**src/rtl/hazard_ctrl_pkg.sv**
```systemverilog
// Shared definitions for the pipeline hazard controller: FSM encodings,
// control bundle layout, architectural constants and the source-match helper.
package hazard_ctrl_pkg;

  // Register index width of the integer register file.
  localparam int REG_W = 5;

  // Canonical NOP (addi x0, x0, 0) loaded into a flushed pipeline register.
  localparam logic [31:0] NOP_INSN = 32'h0000_0013;

  // Hazard FSM states, 2-bit encoding.
  typedef enum logic [1:0] {
    HZ_RUN       = 2'd0,
    HZ_MUL_WAIT  = 2'd1,
    HZ_DMISS     = 2'd2,
    HZ_DMISS_MUL = 2'd3
  } hz_state_e;

  // Plain constants for the state register.
  localparam logic [1:0] ST_RUN       = 2'd0;
  localparam logic [1:0] ST_MUL_WAIT  = 2'd1;
  localparam logic [1:0] ST_DMISS     = 2'd2;
  localparam logic [1:0] ST_DMISS_MUL = 2'd3;

  // Every pipeline control output, decoded together so that each priority
  // row defines the full bundle and nothing leaks between rows.
  typedef struct packed {
    logic pc_we;
    logic stall_if;
    logic stall_id;
    logic stall_ex;
    logic flush_if;
    logic flush_id;
    logic flush_ex;
    logic mul_busy;
  } hz_ctrl_t;

  // A source operand depends on the EX destination only when it is really
  // read and the destination is not x0 (writes to x0 are discarded).
  function automatic logic src_hazard(
    input logic             use_src,
    input logic [REG_W-1:0] src,
    input logic [REG_W-1:0] rd
  );
    return use_src && (src == rd) && (rd != '0);
  endfunction

endpackage

```
**src/rtl/stall_counter.sv**
```systemverilog
// Saturating event counter with enable and synchronous active-low clear.
module stall_counter #(
  parameter int CNT_W = 32
) (
  input  logic             clk,
  input  logic             clear_n,
  input  logic             en,
  output logic [CNT_W-1:0] count
);

  logic [CNT_W-1:0] count_reg;

  // Count enabled cycles; hold at all-ones instead of wrapping.
  always_ff @(posedge clk) begin
    if (!clear_n) begin
      count_reg <= '0;
    end else if (en && !(&count_reg)) begin
      count_reg <= count_reg + CNT_W'(1);
    end
  end

  assign count = count_reg;

endmodule

```
**src/rtl/hazard_ctrl.sv**
```systemverilog
// Central stall/flush controller for the five-stage pipeline. Holds the
// multiply-wait and data-miss-wait FSM and a stall-cycle counter; every
// pipeline control output is combinational from state and current inputs.
module hazard_ctrl
  import hazard_ctrl_pkg::*;
#(
  parameter int MUL_LAT = 4,
  parameter int CNT_W   = 32
) (
  input  logic             clk,
  input  logic             reset,
  input  logic [REG_W-1:0] id_rs1,
  input  logic [REG_W-1:0] id_rs2,
  input  logic             id_use_rs1,
  input  logic             id_use_rs2,
  input  logic [REG_W-1:0] ex_rd,
  input  logic             ex_is_load,
  input  logic             ex_is_mul,
  input  logic             ex_redirect,
  input  logic             imiss,
  input  logic             dmiss,
  input  logic             dfill_done,
  input  logic             mem_is_store,
  input  logic             sb_full,
  output logic             pc_we,
  output logic             stall_if,
  output logic             stall_id,
  output logic             stall_ex,
  output logic             flush_if,
  output logic             flush_id,
  output logic             flush_ex,
  output logic             mul_busy,
  output logic [CNT_W-1:0] stall_cycles
);

  // The entry cycle (RUN with ex_is_mul) counts as the first multiply cycle,
  // and MUL_WAIT exits after the cycle that sees a zero count, so loading
  // MUL_LAT-2 gives exactly MUL_LAT held cycles in total.
  localparam int                  MC_W     = $clog2(MUL_LAT);
  localparam logic [MC_W-1:0]     MUL_LOAD = MC_W'(MUL_LAT - 2);

  logic [1:0]      state_reg;
  logic [1:0]      state_next;
  logic [MC_W-1:0] mul_cnt_reg;
  logic [MC_W-1:0] mul_cnt_next;

  logic            freeze;
  logic            mul_hold;
  logic            load_use;
  hz_ctrl_t        ctrl;

  // ---------------------------------------------------------------------
  // Load-use compare, one comparator per ID source operand.
  // ---------------------------------------------------------------------
  logic [REG_W-1:0] src_idx [2];
  logic [1:0]       src_use;
  logic [1:0]       src_hit;

  assign src_idx[0] = id_rs1;
  assign src_idx[1] = id_rs2;
  assign src_use    = {id_use_rs2, id_use_rs1};

  for (genvar gi = 0; gi < 2; gi++) begin : g_src
    assign src_hit[gi] = src_hazard(src_use[gi], src_idx[gi], ex_rd);
  end

  assign load_use = ex_is_load && (|src_hit);

  // ---------------------------------------------------------------------
  // FSM
  // ---------------------------------------------------------------------

  // Next-state and multiply countdown. A miss from RUN wins over a multiply
  // (the multiply is still in EX afterwards and starts once the fill is in).
  // The MUL_WAIT cycle that sees a miss still counts as multiply progress,
  // and the count is then frozen until the fill completes.
  always_comb begin
    state_next   = state_reg;
    mul_cnt_next = mul_cnt_reg;
    case (state_reg)
      ST_RUN: begin
        if (dmiss) begin
          state_next = ST_DMISS;
        end else if (ex_is_mul) begin
          state_next   = ST_MUL_WAIT;
          mul_cnt_next = MUL_LOAD;
        end
      end
      ST_MUL_WAIT: begin
        if (mul_cnt_reg != '0) begin
          mul_cnt_next = mul_cnt_reg - MC_W'(1);
        end
        if (dmiss) begin
          state_next = ST_DMISS_MUL;
        end else if (mul_cnt_reg == '0) begin
          state_next = ST_RUN;
        end
      end
      ST_DMISS: begin
        if (dfill_done) begin
          state_next = ST_RUN;
        end
      end
      ST_DMISS_MUL: begin
        if (dfill_done) begin
          state_next = ST_MUL_WAIT;
        end
      end
      default: begin
        state_next = ST_RUN;
      end
    endcase
  end

  // State and countdown registers with synchronous active-low reset.
  always_ff @(posedge clk) begin
    if (!reset) begin
      state_reg   <= ST_RUN;
      mul_cnt_reg <= '0;
    end else begin
      state_reg   <= state_next;
      mul_cnt_reg <= mul_cnt_next;
    end
  end

  // ---------------------------------------------------------------------
  // Output decode
  // ---------------------------------------------------------------------

  assign freeze   = (state_reg == ST_DMISS) || (state_reg == ST_DMISS_MUL) ||
                    dmiss || (mem_is_store && sb_full);
  assign mul_hold = (state_reg == ST_MUL_WAIT) ||
                    ((state_reg == ST_RUN) && ex_is_mul);

  // Priority decode; the first matching row sets the whole bundle. A held
  // redirect is simply re-seen once freeze/multiply release, so it is never
  // lost. No row asserts a stall and a flush for the same register.
  always_comb begin
    ctrl = '0;
    if (!reset) begin
      ctrl = '0;
    end else if (freeze) begin
      ctrl.stall_if = 1'b1;
      ctrl.stall_id = 1'b1;
      ctrl.stall_ex = 1'b1;
    end else if (mul_hold) begin
      ctrl.stall_if = 1'b1;
      ctrl.stall_id = 1'b1;
      ctrl.flush_ex = 1'b1;
      ctrl.mul_busy = 1'b1;
    end else if (ex_redirect) begin
      ctrl.flush_if = 1'b1;
      ctrl.flush_id = 1'b1;
      ctrl.pc_we    = 1'b1;
    end else if (load_use) begin
      ctrl.stall_if = 1'b1;
      ctrl.flush_id = 1'b1;
    end else if (imiss) begin
      ctrl.flush_if = 1'b1;
    end else begin
      ctrl.pc_we = 1'b1;
    end
  end

  assign pc_we    = ctrl.pc_we;
  assign stall_if = ctrl.stall_if;
  assign stall_id = ctrl.stall_id;
  assign stall_ex = ctrl.stall_ex;
  assign flush_if = ctrl.flush_if;
  assign flush_id = ctrl.flush_id;
  assign flush_ex = ctrl.flush_ex;
  assign mul_busy = ctrl.mul_busy;

  // Every cycle without a PC update is a stall cycle; reset clears it.
  stall_counter #(
    .CNT_W(CNT_W)
  ) u_stall_counter (
    .clk    (clk),
    .clear_n(reset),
    .en     (!ctrl.pc_we),
    .count  (stall_cycles)
  );

endmodule

```
**config.mk**
```make
export PLATFORM = sky130hd
export DESIGN_NAME = hazard_ctrl
export DESIGN_NICKNAME = d
export VERILOG_FILES = /design/src/rtl/hazard_ctrl_pkg.sv /design/src/rtl/stall_counter.sv /design/src/rtl/hazard_ctrl.sv
export SDC_FILE = /design/constraint.sdc
export NUM_CORES = 1
export LEC_CHECK = 0
export CAP_MARGIN = 10
export CORE_UTILIZATION = 46
export CTS_CLUSTER_SIZE = 12
export DETAILED_ROUTE_END_ITERATION = 16
export PLACE_DENSITY = 0.8
export SLEW_MARGIN = 10
export SYNTH_ARGS = -nofsm -noshare
export SYNTH_HDL_FRONTEND = slang
export SYNTH_HIERARCHICAL = 1
export SYNTH_SLANG_ARGS = --single-unit
export TNS_END_PERCENT = 5
```
**constraint.sdc**
```tcl
create_clock -name clk -period 3.7 [get_ports clk]
set_input_delay 0.555 -clock clk [delete_from_list [all_inputs] [get_ports clk]]
set_output_delay 0.555 -clock clk [all_outputs]
set_load 0.005 [all_outputs]
```
==> impl_metrics.csv <==
group,metric,value,unit
synthesis,synthesis.nets,285,
synthesis,yosys.area.top_type,"dfxtp_1",
synthesis,syn-cell-area,0.002102,sq mm
sta,slew_viol_final,0,
placed_design,finalWeightedCongestion,0.7669,
synthesis,ys_ff_latch,36,
synthesis,netlist_top_cells_area,"dfxtp_1, a21oi_1, xnor2_1",
synthesis,ys.flop_type,"dfxtp_1",
floorplan,dieWidth,69.60,microns
synthesis,ys_warn_count,6,
placed_design,dp_hpwl,3693,microns
final_layout,finish.utilization,66.30,%
synthesis,syn_inst,256,
drt,firstDrtPassIters,4,
sta,hold_violations,0,
sta,setup_viol,0,
pwr,vdd_drop_max,0.2470,mV
grt,antenna_found_initial,0,
setup_path,critPathLaunchType,"input pin",
setup_path,reg2reg_slack,0.92,ns
sta,timing.final.crit_share,84.59,%
clock_network,cts_max_path_buffers,2,
synthesis,yosys.area.top_type_share,34.29,%
final_layout,n_antenna_cell,0,
drt,vias,2155,
floorplan,start_util,47.95,%
pwr,p_leak,0.9030,nW
grt,gr-usage-met2,37.00,%
setup_path,cp_data_required_time,3.86,ns
final_layout,multi_input_area,0.001274,sq mm
grt,busiest_layer,"met2",
grt,grt_max_degree,23,
flow_run,maxCapViolCount,0,
clock_network,cts_tree,"done",
drt,drtIter0Drc,67,
outcome,status,"complete, no violations",
sta,final.min_clock_period,3.130,ns
sta,final.setup.tns,0,ns
sta,fmax,319.5,MHz
drt,ant_nets,0,
grt,grt_util_met3,4.360,%
drt,avgRoutedWirePerCell,13.65,microns
final_layout,finalNetCount,352,
synthesis,synth.distinct_cells,49,
drt,wirelength,5133,microns
clock_network,cts_post_setup_buffers_inserted,0,
clock_network,clock_sinks,36,
floorplan,fp.coreArea,0.004384,sq mm
final_layout,fillers,370,
clock_network,clockRootBuffer,"clkbuf_8",
floorplan,die-height,69.60,microns
placed_design,io_buffers,66,
grt,grt_usage,21.24,%
setup_path,cp_max_fo,5,
final_layout,drive_gt1_share,7.716,%
pwr,power_density,291.5,mW/mm^2
drt,via_per_inst,5.731,
floorplan,rows,24,
sta,rsz0062_at_grt,"no",
synthesis,synth_edf_count,0,
setup_path,cp.arrival,3.29,ns
synthesis,yosysSeqAreaShare,34.29,%
clock_network,clock_latency,0.28,ns
floorplan,die_area,0.004844,sq mm
clock_network,cts.htree.levels,2,
worst_hold_path,worstHoldPathCells,2,
clock_network,cts_resized,0,
clock_network,numCtsBuffers,5,
sta,worstMarginPinSlew,0.7806,ns
setup_path,r2r_cells,6,
setup_path,endpoint_kind,"flop",
worst_hold_path,min_path_type,"flop to flop",
final_layout,syn2layout_area_growth,38.27,%
grt,grt_pass1_wl,8500,microns
floorplan,io_pins,67,
final_layout,largest_reg_flops,32,
clock_network,clkTransAtPathRegs,0.07,ns
final_layout,seqCellArea,720.7,sq um
sta,finClkSkew,0.005448,ns
synthesis,synth_area_per_cell,8.211,sq um
sta,max-slew-margin-rel,47.96,%
grt,first_global_vias,1922,
clock_network,hold_buffers,0,
synthesis,async_flop_share,0,%
grt,gr-total-overflow,0,
drt,drcViolationCount,0,
setup_path,path_class,"input pin to flop",
grt,use_met1,26.04,%
[cells in the mapped netlist, types with 2 or more instances]
cell and count:
o21ai_1 5, clkbuf_1 5, o211ai_1 2, o311ai_2 3, xor2_1 2, nor3_1 5
nor4_1 3, inv_1 12, o41ai_1 3, nand2b_1 5, o311ai_0 2, buf_2 2
nor4b_1 2, dfxtp_1 36, xnor2_1 13, nand2_1 21, nand3_1 12, a21oi_1 25
o31ai_1 6, nor2_1 18, nand4_1 9, ha_1 2, or4_1 8, and4_1 3
or2_2 2, or3_1 16, mux2i_1 2, o21ai_0 11
[cells by family (layout without fill, tap and decap cells)]
group | after synthesis | in the layout | share of synthesized area [%]
flip-flops | 36 | 36 | 34.29
adder cells (fa/ha/maj) | 2 | 2 | 1.190
multiplexers | 2 | 2 | 0.9524
AO/OA/AOI/OAI | 68 | 68 | 22.20
buffers and inverters | 22 | 90 | 5.119
XOR/XNOR | 15 | 15 | 6.250
AND/OR/NAND/NOR | 111 | 111 | 30.00
[layout by cell type (no fill, tap or decap), drive strengths merged, types with 2 or more instances in the layout]
cell type	instances
o311ai	5
inv	12
nand4	10
a21oi	25
a211oi	2
o31ai	8
nand2	21
or3	16
xnor2	13
or4	9
o211ai	2
o41ai	3
dfxtp	36
clkbuf	5
nand3	12
or2	2
o21ai	17
nor3	5
and4	3
nor4b	2
buf	4
clkdlybuf4s50	66
xor2	2
mux2i	2
nand2b	5
nor2	19
nor4	4
ha	2
[worst max-delay path, cell delays in order]
cell and delay [ns]:
clkdlybuf4s50_1 0.57, xnor2_1 0.14, nand4_1 0.13, o22a_1 0.22
o31ai_1 0.34, inv_1 0.11, nor4_1 0.49, o311ai_2 0.26
o311ai_0 0.35, o41ai_1 0.13
[path summary, 6_finish.rpt]
path	startpoint	endpoint
worst min-delay path	u_stall_counter/count[31]$_SDFFE_PN0P_	u_stall_counter/count[31]$_SDFFE_PN0P_
worst max-delay path	ex_rd[0]	u_stall_counter/count[26]$_SDFFE_PN0P_
worst min register to register	u_stall_counter/count[31]$_SDFFE_PN0P_	u_stall_counter/count[31]$_SDFFE_PN0P_
worst max register to register	u_stall_counter/count[0]$_SDFFE_PN0P_	u_stall_counter/count[1]$_SDFFE_PN0P_
[through the flow]
stage               setup WS (ns)  area [sq um]  hold slack [ns]  std cells  total power, mW
finish                     0.5701          2907           0.5018        376           0.8472
global route               0.3285          2907           0.5338        376           0.8804
floorplan                  0.8257          2102           0.4756        256           0.4557
detailed placement         0.3052          2795           0.4901        368           0.5129
CTS                        0.5847          2907           0.5025        376           0.8554
global placement           0.4190          2795           0.4829        368           0.5110
[layer usage]
layer	routed length (microns)	share of wire, %
met4	17	0.33
met2	2382	46
met1	2384	46
met3	349	6.8
met5	0	0
[area by class of cell]
class / count / share of cell area [%]
clock buffers: 5 / 2.368
clock inverters: 3 / 1.464
inverters: 12 / 1.550
multi-input cells: 198 / 43.82
flip-flops and latches: 36 / 24.80
well taps: 52 / 2.238
repair buffers: 70 / 23.76
[power by group]
group | switching [mW] | internal (mW) | total, mW
sequential | 0.00895 | 0.393 | 0.402
combinational | 0.0426 | 0.0598 | 0.102
clock | 0.143 | 0.199 | 0.342
total | 0.195 | 0.653 | 0.847
Power figures use the tool's default switching activity.
